<file path="src/rtl/digit_frame_ctrl_pkg.sv">
// Shared definitions for the HH:MM frame controller: edit-state encoding,
// special digit codes, and where each digit sits inside the numeros bus.
// No logic, no latency, no flow control.
package digit_frame_ctrl_pkg;

  typedef enum logic [1:0] {
    RUN     = 2'd0,
    SET_HR  = 2'd1,
    SET_MIN = 2'd2
  } edit_state_e;

  // Digit codes understood by the renderer.
  localparam logic [3:0] BLANK_DIGIT = 4'hF;
  localparam logic [3:0] COLON_DIGIT = 4'hA;

  // Nibble positions inside numeros (hour tens is the leftmost glyph).
  localparam int HR_TENS_LSB   = 0;
  localparam int HR_UNITS_LSB  = 4;
  localparam int MIN_TENS_LSB  = 8;
  localparam int MIN_UNITS_LSB = 12;

  function automatic logic [15:0] pack_digits(input logic [3:0] hr_tens,
                                              input logic [3:0] hr_units,
                                              input logic [3:0] min_tens,
                                              input logic [3:0] min_units);
    logic [15:0] word;
    word = '0;
    word[HR_TENS_LSB   +: 4] = hr_tens;
    word[HR_UNITS_LSB  +: 4] = hr_units;
    word[MIN_TENS_LSB  +: 4] = min_tens;
    word[MIN_UNITS_LSB +: 4] = min_units;
    return word;
  endfunction

endpackage

</file>
<file path="src/rtl/digit_frame_ctrl_if.sv">
// Bundle between the frame controller and its surroundings: vsync and the
// two debounced button pulses in, the display digits and edit state out.
// Ports: vsync (active-low), btn_mode, btn_inc, numeros[15:0], edit_mode[1:0].
interface digit_frame_ctrl_if;

  logic        vsync;
  logic        btn_mode;
  logic        btn_inc;
  logic [15:0] numeros;
  logic [1:0]  edit_mode;

  // master drives the sync and buttons (board/bench side)
  modport master (
    output vsync, btn_mode, btn_inc,
    input  numeros, edit_mode
  );

  // slave is the controller itself
  modport slave (
    input  vsync, btn_mode, btn_inc,
    output numeros, edit_mode
  );

endinterface

</file>
<file path="src/rtl/digit_frame_ctrl_bcd_wrap_counter.sv">
// Two-digit BCD counter wrapping from MAX back to 00 (MAX = 23 or 59).
// Count lands one clk after inc_i; carry_o is combinational with inc_i.
// Ports: clk, reset, inc_i, clr_i (wins over inc_i), tens_o, units_o, carry_o.
module bcd_wrap_counter #(
  parameter int MAX = 59
) (
  input  logic       clk,
  input  logic       reset,
  input  logic       inc_i,
  input  logic       clr_i,
  output logic [3:0] tens_o,
  output logic [3:0] units_o,
  output logic       carry_o
);

  localparam logic [3:0] MAX_TENS  = 4'(MAX / 10);
  localparam logic [3:0] MAX_UNITS = 4'(MAX % 10);

  logic [3:0] tens_q, tens_d;
  logic [3:0] units_q, units_d;
  logic       at_max;

  always_comb begin
    tens_d  = tens_q;
    units_d = units_q;
    at_max  = (tens_q == MAX_TENS) && (units_q == MAX_UNITS);
    carry_o = inc_i && at_max && !clr_i;
    if (clr_i) begin
      tens_d  = '0;
      units_d = '0;
    end else if (inc_i) begin
      if (at_max) begin
        tens_d  = '0;
        units_d = '0;
      end else if (units_q == 4'd9) begin
        tens_d  = tens_q + 4'd1;
        units_d = '0;
      end else begin
        units_d = units_q + 4'd1;
      end
    end
  end

  always_ff @(posedge clk) begin
    if (reset) begin
      tens_q  <= '0;
      units_q <= '0;
    end else begin
      tens_q  <= tens_d;
      units_q <= units_d;
    end
  end

  assign tens_o  = tens_q;
  assign units_o = units_q;

endmodule

</file>
<file path="src/rtl/digit_frame_ctrl.sv">
// 24-hour HH:MM keeper with two-button set mode and blinking edit field;
// button effects land 1 clk after the pulse, numeros reloads at vsync fall.
// Ports: clk, reset (sync, active-high), bus (slave: vsync, btn_mode,
// btn_inc in; numeros, edit_mode out). No backpressure: pulses always taken.
module digit_frame_ctrl
  import digit_frame_ctrl_pkg::*;
#(
  parameter int CLK_HZ = 25_000_000
) (
  input  logic              clk,
  input  logic              reset,
  digit_frame_ctrl_if.slave bus
);

  localparam int             PW         = $clog2(CLK_HZ);
  localparam logic [PW-1:0]  PRESC_LAST = PW'(CLK_HZ - 1);
  localparam int             BLINK_DIV  = CLK_HZ / 4;
  localparam int             BW         = $clog2(BLINK_DIV + 1);
  localparam logic [BW-1:0]  BLINK_LAST = BW'(BLINK_DIV - 1);

  edit_state_e   state_q, state_d;
  logic [PW-1:0] presc_q, presc_d;
  logic [BW-1:0] blink_cnt_q, blink_cnt_d;
  logic          blink_vis_q, blink_vis_d;
  logic          vsync_q;
  logic [15:0]   shadow_q, shadow_d;
  logic [15:0]   numeros_q;

  logic in_run, run_tick, inc_hit, blink_clr, vsync_fall;
  logic sec_clr, min_inc, hr_inc;
  logic sec_carry, min_carry, hr_carry_unused;
  logic [3:0] sec_tens_unused, sec_units_unused;
  logic [3:0] min_tens, min_units, hr_tens, hr_units;
  logic [3:0] disp_hr_tens, disp_hr_units, disp_min_tens, disp_min_units;

  // ---------------------------------------------------------------------
  // Next-state: FSM, prescaler, field increments, blink, shadow word.
  // ---------------------------------------------------------------------
  always_comb begin
    state_d     = state_q;
    presc_d     = '0;
    blink_cnt_d = blink_cnt_q;
    blink_vis_d = blink_vis_q;

    in_run = (state_q == RUN);

    if (bus.btn_mode) begin
      unique case (state_q)
        RUN:     state_d = SET_HR;
        SET_HR:  state_d = SET_MIN;
        default: state_d = RUN;
      endcase
    end

    // A mode press in RUN steals the tick of the same cycle; the
    // prescaler is parked at 0 whenever the clock is not running.
    run_tick = in_run && !bus.btn_mode && (presc_q == PRESC_LAST);
    if (in_run && !bus.btn_mode && (presc_q != PRESC_LAST)) begin
      presc_d = presc_q + 1'b1;
    end

    // Mode has priority over increment when both arrive together.
    inc_hit = bus.btn_inc && !bus.btn_mode && !in_run;

    // Seconds stay at 0 in set mode and on the way into it.
    sec_clr = !in_run || bus.btn_mode;
    min_inc = sec_carry || (inc_hit && (state_q == SET_MIN));
    // Minute wrap carries into hours only while running.
    hr_inc  = (min_carry && in_run) || (inc_hit && (state_q == SET_HR));

    // Any mode change or accepted increment restarts a visible half-period,
    // so the field being edited is shown right after the press.
    blink_clr = in_run || bus.btn_mode || inc_hit;
    if (blink_clr) begin
      blink_cnt_d = '0;
      blink_vis_d = 1'b1;
    end else if (blink_cnt_q == BLINK_LAST) begin
      blink_cnt_d = '0;
      blink_vis_d = !blink_vis_q;
    end else begin
      blink_cnt_d = blink_cnt_q + 1'b1;
    end

    disp_hr_tens   = hr_tens;
    disp_hr_units  = hr_units;
    disp_min_tens  = min_tens;
    disp_min_units = min_units;
    if (!blink_vis_q && (state_q == SET_HR)) begin
      disp_hr_tens  = BLANK_DIGIT;
      disp_hr_units = BLANK_DIGIT;
    end
    if (!blink_vis_q && (state_q == SET_MIN)) begin
      disp_min_tens  = BLANK_DIGIT;
      disp_min_units = BLANK_DIGIT;
    end
    shadow_d = pack_digits(disp_hr_tens, disp_hr_units,
                           disp_min_tens, disp_min_units);

    vsync_fall = vsync_q && !bus.vsync;
  end

  // ---------------------------------------------------------------------
  // State registers.
  // ---------------------------------------------------------------------
  always_ff @(posedge clk) begin
    if (reset) begin
      state_q     <= RUN;
      presc_q     <= '0;
      blink_cnt_q <= '0;
      blink_vis_q <= 1'b1;
      vsync_q     <= 1'b1;   // released high so no fake edge after reset
      shadow_q    <= '0;
      numeros_q   <= '0;
    end else begin
      state_q     <= state_d;
      presc_q     <= presc_d;
      blink_cnt_q <= blink_cnt_d;
      blink_vis_q <= blink_vis_d;
      vsync_q     <= bus.vsync;
      shadow_q    <= shadow_d;
      // Frame latch: the renderer sees one consistent word per frame.
      if (vsync_fall) begin
        numeros_q <= shadow_q;
      end
    end
  end

  // ---------------------------------------------------------------------
  // Time-of-day counters: SS -> MM -> HH.
  // ---------------------------------------------------------------------
  bcd_wrap_counter #(.MAX(59)) u_sec (
    .clk     (clk),
    .reset   (reset),
    .inc_i   (run_tick),
    .clr_i   (sec_clr),
    .tens_o  (sec_tens_unused),
    .units_o (sec_units_unused),
    .carry_o (sec_carry)
  );

  bcd_wrap_counter #(.MAX(59)) u_min (
    .clk     (clk),
    .reset   (reset),
    .inc_i   (min_inc),
    .clr_i   (1'b0),
    .tens_o  (min_tens),
    .units_o (min_units),
    .carry_o (min_carry)
  );

  // Day rollover has no consumer; the hour counter just wraps.
  bcd_wrap_counter #(.MAX(23)) u_hr (
    .clk     (clk),
    .reset   (reset),
    .inc_i   (hr_inc),
    .clr_i   (1'b0),
    .tens_o  (hr_tens),
    .units_o (hr_units),
    .carry_o (hr_carry_unused)
  );

  assign bus.numeros   = numeros_q;
  assign bus.edit_mode = state_q;

endmodule

</file>
<file path="src/flat_wrapper.sv">
// flat-port wrapper written by rule: the top's interface ports become plain ports
module digit_frame_ctrl_flat import digit_frame_ctrl_pkg::*;
#(
  parameter int CLK_HZ = 25_000_000
)
  (clk, reset, bus_vsync, bus_btn_mode, bus_btn_inc, bus_numeros, bus_edit_mode);
  digit_frame_ctrl_if bus_i ();
  input  logic clk;
  input  logic reset;
  input wire logic [$bits(bus_i.vsync)-1:0] bus_vsync;
  input wire logic [$bits(bus_i.btn_mode)-1:0] bus_btn_mode;
  input wire logic [$bits(bus_i.btn_inc)-1:0] bus_btn_inc;
  output wire logic [$bits(bus_i.numeros)-1:0] bus_numeros;
  output wire logic [$bits(bus_i.edit_mode)-1:0] bus_edit_mode;
  assign bus_i.vsync = bus_vsync;
  assign bus_i.btn_mode = bus_btn_mode;
  assign bus_i.btn_inc = bus_btn_inc;
  assign bus_numeros = bus_i.numeros;
  assign bus_edit_mode = bus_i.edit_mode;
  digit_frame_ctrl #(.CLK_HZ(CLK_HZ)) u_core (.clk(clk), .reset(reset), .bus(bus_i));
endmodule
</file>
<file path="config.mk">
export PLATFORM = sky130hd
export DESIGN_NAME = digit_frame_ctrl_flat
export DESIGN_NICKNAME = d
export VERILOG_FILES = /design/src/rtl/digit_frame_ctrl_pkg.sv /design/src/rtl/digit_frame_ctrl_if.sv /design/src/rtl/digit_frame_ctrl_bcd_wrap_counter.sv /design/src/rtl/digit_frame_ctrl.sv /design/src/flat_wrapper.sv
export SDC_FILE = /design/constraint.sdc
export NUM_CORES = 1
export LEC_CHECK = 0
export CORE_MARGIN = 4
export CORE_UTILIZATION = 30
export DETAILED_ROUTE_END_ITERATION = 12
export HOLD_SLACK_MARGIN = 0.03
export PLACE_DENSITY = 0.46
export SETUP_SLACK_MARGIN = 0.2
export SYNTH_ARGS = -nofsm -noshare
export SYNTH_HDL_FRONTEND = slang
export SYNTH_HIERARCHICAL = 1
export SYNTH_SLANG_ARGS = --single-unit
</file>
<file path="constraint.sdc">
create_clock -name clk -period 4.4 [get_ports clk]
set_input_delay 0.44 -clock clk [delete_from_list [all_inputs] [get_ports clk]]
set_output_delay 0.44 -clock clk [all_outputs]
set_load 0.05 [all_outputs]
</file>
==> results <==
- The number of gates resized after CTS is 0.
- The total die area is 17,700 sq um.
- The final wirelength is 9.20 mm.
- Of the available clock period, the critical path in the final layout requires 0.857.
- In this run, the number of DRC markers left after iteration 0 of detailed routing was about 210.
- Before antenna repair, the detailed router went through 4 iterations.
- The worst ir drop on vdd is 0.195 mV.
- In this run the tightest slew margin relative to its limit is 0.320.
- In the final routed layout, each cell accounts on average for 11.8 um.
- The starting density of the core is 0.307.
- The overall global routing resource usage is 0.110.
- The wire-length estimate of the detail-placed layout is about 6.4 mm.
- The longest clock path from root to sink contains 2 buffers.
- For this run the aggregate overflow at the end of global routing stands at 0.
- Along the worst hold path, the cell count comes to 2.
- Synthesis produced a netlist whose cell count is 542.
- Setup violations remaining at the end of the flow were counted as 0.
- For this run, the top clock speed supported by timing is 0.265 GHz.
- The number of buffers created by CTS is 9.
- Counting both buffers and inverters, the worst setup path holds a total of 2.
- The flow ran to the end, and the final reports show no timing, DRC or antenna violations.
- The path with the worst hold slack has its endpoint at u_core/bus.numeros[4].
- The number of antenna repair diodes is 0.
- The worst reg2reg path endpoint is u_core/u_hr/tens_o[3].
- Each instance of the synthesized netlist takes up on average about 8.6 sq um.
- The global routing usage on met3 is 0.0392.
- The critical path required time is 4680 ps.
- Entering global routing, the biggest net connects 36 pins.
- After clock tree synthesis, the flow added hold-fix buffers numbering 0.
- Broken down by cell family, the worst path's largest delay share belongs to simple AND/OR/NAND/NOR gates.
- The startpoint identified for the worst register-to-register timing path is u_core/bus.edit_mode[0].
- The transition time at the pin with the least slew margin is just over 1000 ps.
- The number of cells on the worst reg-to-reg path is 13.
- For this run, the post-layout net count is 580.
- The maximum net fanout on the critical path is 9.
- Of the cells placed in the final design, the portion with a size suffix greater than 1 is 0.0654.
- The tightest hold path in the finished design has a slack of 435 ps.
- The longest individual stage delay on the worst path is 490 ps.
- met2 is the most crowded layer.
- The final hold violation count is 0.
- The width of the chip is around 130 um.
- The area growth from synthesis to layout is 16.0%.
- The number of clock sinks seen by CTS is 108.
- The congestion estimate from routability-driven global placement came to 0.752.
- On the final layout, the worst clock skew is 8.17 ps.
- By startpoint and endpoint, the worst setup path is classified as input port to flop.
- The minimum clock period after layout is approximately 3800 ps.
- The number of fill cells in the layout is ~1.6k.
- The design area is 5440 sq um.
- The first-pass GRT wire length is 16.3 mm.
- In this run the most critical hold path is launched from u_core/shadow_q[4].
- The floorplan step set the die height to 133 um.
- The global-route met1 utilization is 0.141.
- Adding up every negative setup slack in the final design gives 0 ps.
- The data arrival time at the worst-slack endpoint is 4050 ps.
- The sort of element at the start of the critical path is an input port.
- The total vias in the final route is about 3.7k.
- The worst reg-to-reg setup slack is 760 ps.
- The quantity of I/O buffers inserted on ports is 22.
- The met2 track demand over resource in global routing is 0.175.
- The root buffer selected by CTS is sky130_fd_sc_hd__clkbuf_16.
- The max-slew violation count was 0.
- The placeable core region is 15,300 sq um.
- After clock tree synthesis, the clock-pin slew on the worst setup and hold paths is 70 ps.
- The level count of the clock H-tree is 3.
- The footprint of the multi-input gates is 2370 sq um.
- The total cell area at the placement stage is 5120 sq um.
- The highest-delay cell along the critical path is sky130_fd_sc_hd__or3_1.
- In this run the remaining antenna-violating nets after routing total 0.
- Once the clock tree was built, the setup fixing pass inserted 0 buffers.
- The post-route total power is 1.87 mW.
- The endpoint type of the worst setup path is a flop.
- The kind of path behind the tightest hold check is flop to flop.
- The number of warnings reported in the yosys synthesis log is 6.
- Registers take ~2200 sq um.
- Setup repair after global routing left no endpoint under its margin.
- The power per standard cell area is 344 nW/um^2.
- The number of DRC violations after detailed routing is 0.
- The number of core rows is 45.
- The number of global-route vias before repair is 3,521.
- The source-to-sink clock delay at the later pin of the worst-skew pair is approximately 350 ps.
- TritonCTS built the clock tree.
- Traced cell by cell, the critical path runs through clkdlybuf4s50_1 > or3_1 > nor4_1 > buf_4 > nand4b_4 > nor3_1 > a31o_2 > nand4b_4 > nor3_1 > nand2b_1 > a21oi_1 > nand4b_1 > or3_1 > a21oi_1.
- The total of max-cap violations is 0.
- The static leakage is 1.78 nW.
- The number of antenna violations at the first check in global routing is 0.
- The total I/O pin count is 23.
- The synthesized netlist occupies a cell area of 4690 sq um.
- After detailed routing, the number of vias per cell comes to 4.73.
[placed cells by master, fill, tap and decap left out, drive strengths merged, types with 3 or more instances in the layout]
master,instances
nand2b,3
o21ai,19
dfxtp,108
clkinv,3
ha,14
clkdlybuf4s50,22
and4b,4
or4,14
nor3b,3
o211ai,3
nor4,3
o31ai,10
nand2,52
and3,6
nor2b,3
nand3b,6
xnor2,9
o41ai,4
or2,4
xor2,22
buf,5
nand4b,4
nor2,77
inv,20
conb,6
clkbuf,10
and4,6
or3,16
nor3,7
nand3,26
a21oi,44
nand4,19
a31o,3
[area by class of cell]
type | count | area share
clock buffers | 10 | 0.0421
multi-input cells | 397 | 0.436
repair buffers | 27 | 0.0474
clock inverters | 6 | 0.0154
well taps | 211 | 0.0486
flip-flops and latches | 108 | 0.398
inverters | 18 | 0.0124
[report_power, final]
group | internal (mW) | leakage [nW] | switching [mW]
registers | 0.980 | 0.870 | 0.00503
clock network | 0.455 | 0.152 | 0.381
logic | 0.0139 | 0.754 | 0.0349
[how the worst max path moves through the flow]
stage / from / endpoint / slack [ps] / cells past startpoint
after floorplan: u_core/bus.edit_mode[0] / u_core/u_hr/tens_o[3] / 760 / 16
after global placement: bus_btn_mode / u_core/u_hr/tens_o[3] / 370 / 14
after detailed placement: bus_btn_mode / u_core/u_hr/tens_o[3] / 260 / 14
after CTS: bus_btn_mode / u_core/u_hr/tens_o[3] / 620 / 14
after global routing: bus_btn_mode / u_core/u_hr/tens_o[3] / 270 / 14
final: bus_btn_mode / u_core/u_hr/tens_o[3] / 630 / 14
[tightest hold or removal path, delay by kind of cell, from the launching register on]
kind            cells  cell delay [ps]
flops               1              300
compound gates      1               50
simple gates        1               50
[per-stage QoR]
step | cells | util | setup slack [ps]
6_report | 777 | 0.356 | 630
5_1_grt | 777 | 0.356 | 269
4_1_cts | 777 | 0.356 | 615
3_5_place_dp | 761 | 0.336 | 264
3_3_place_gp | 761 | 0.336 | 374
2_1_floorplan | 547 | - | 755
[registers in the layout, indices dropped and copies added (netlist names)]
signal                flops
u_core/bus.numeros       16
u_core/u_hr/tens_o        4
u_core/u_min/tens_o       4
u_core/shadow_q          16
u_core/u_hr/units_o       4
u_core/presc_q           25
u_core/u_sec/tens_o       4
u_core/u_min/units_o      4
u_core/vsync_q            1
u_core/bus.edit_mode      2
u_core/blink_cnt_q       23
u_core/blink_vis_q        1
u_core/u_sec/units_o      4
[metal layers]
layer	wire length, um	part of all wire	vias to the layer above
met5	0	0	-
met3	413	0.045	9
met4	108	0.012	0
met2	4150	0.45	46
li1	-	-	1935
met1	4530	0.49	1688
Note: power is estimated with default switching activity, not from simulation.
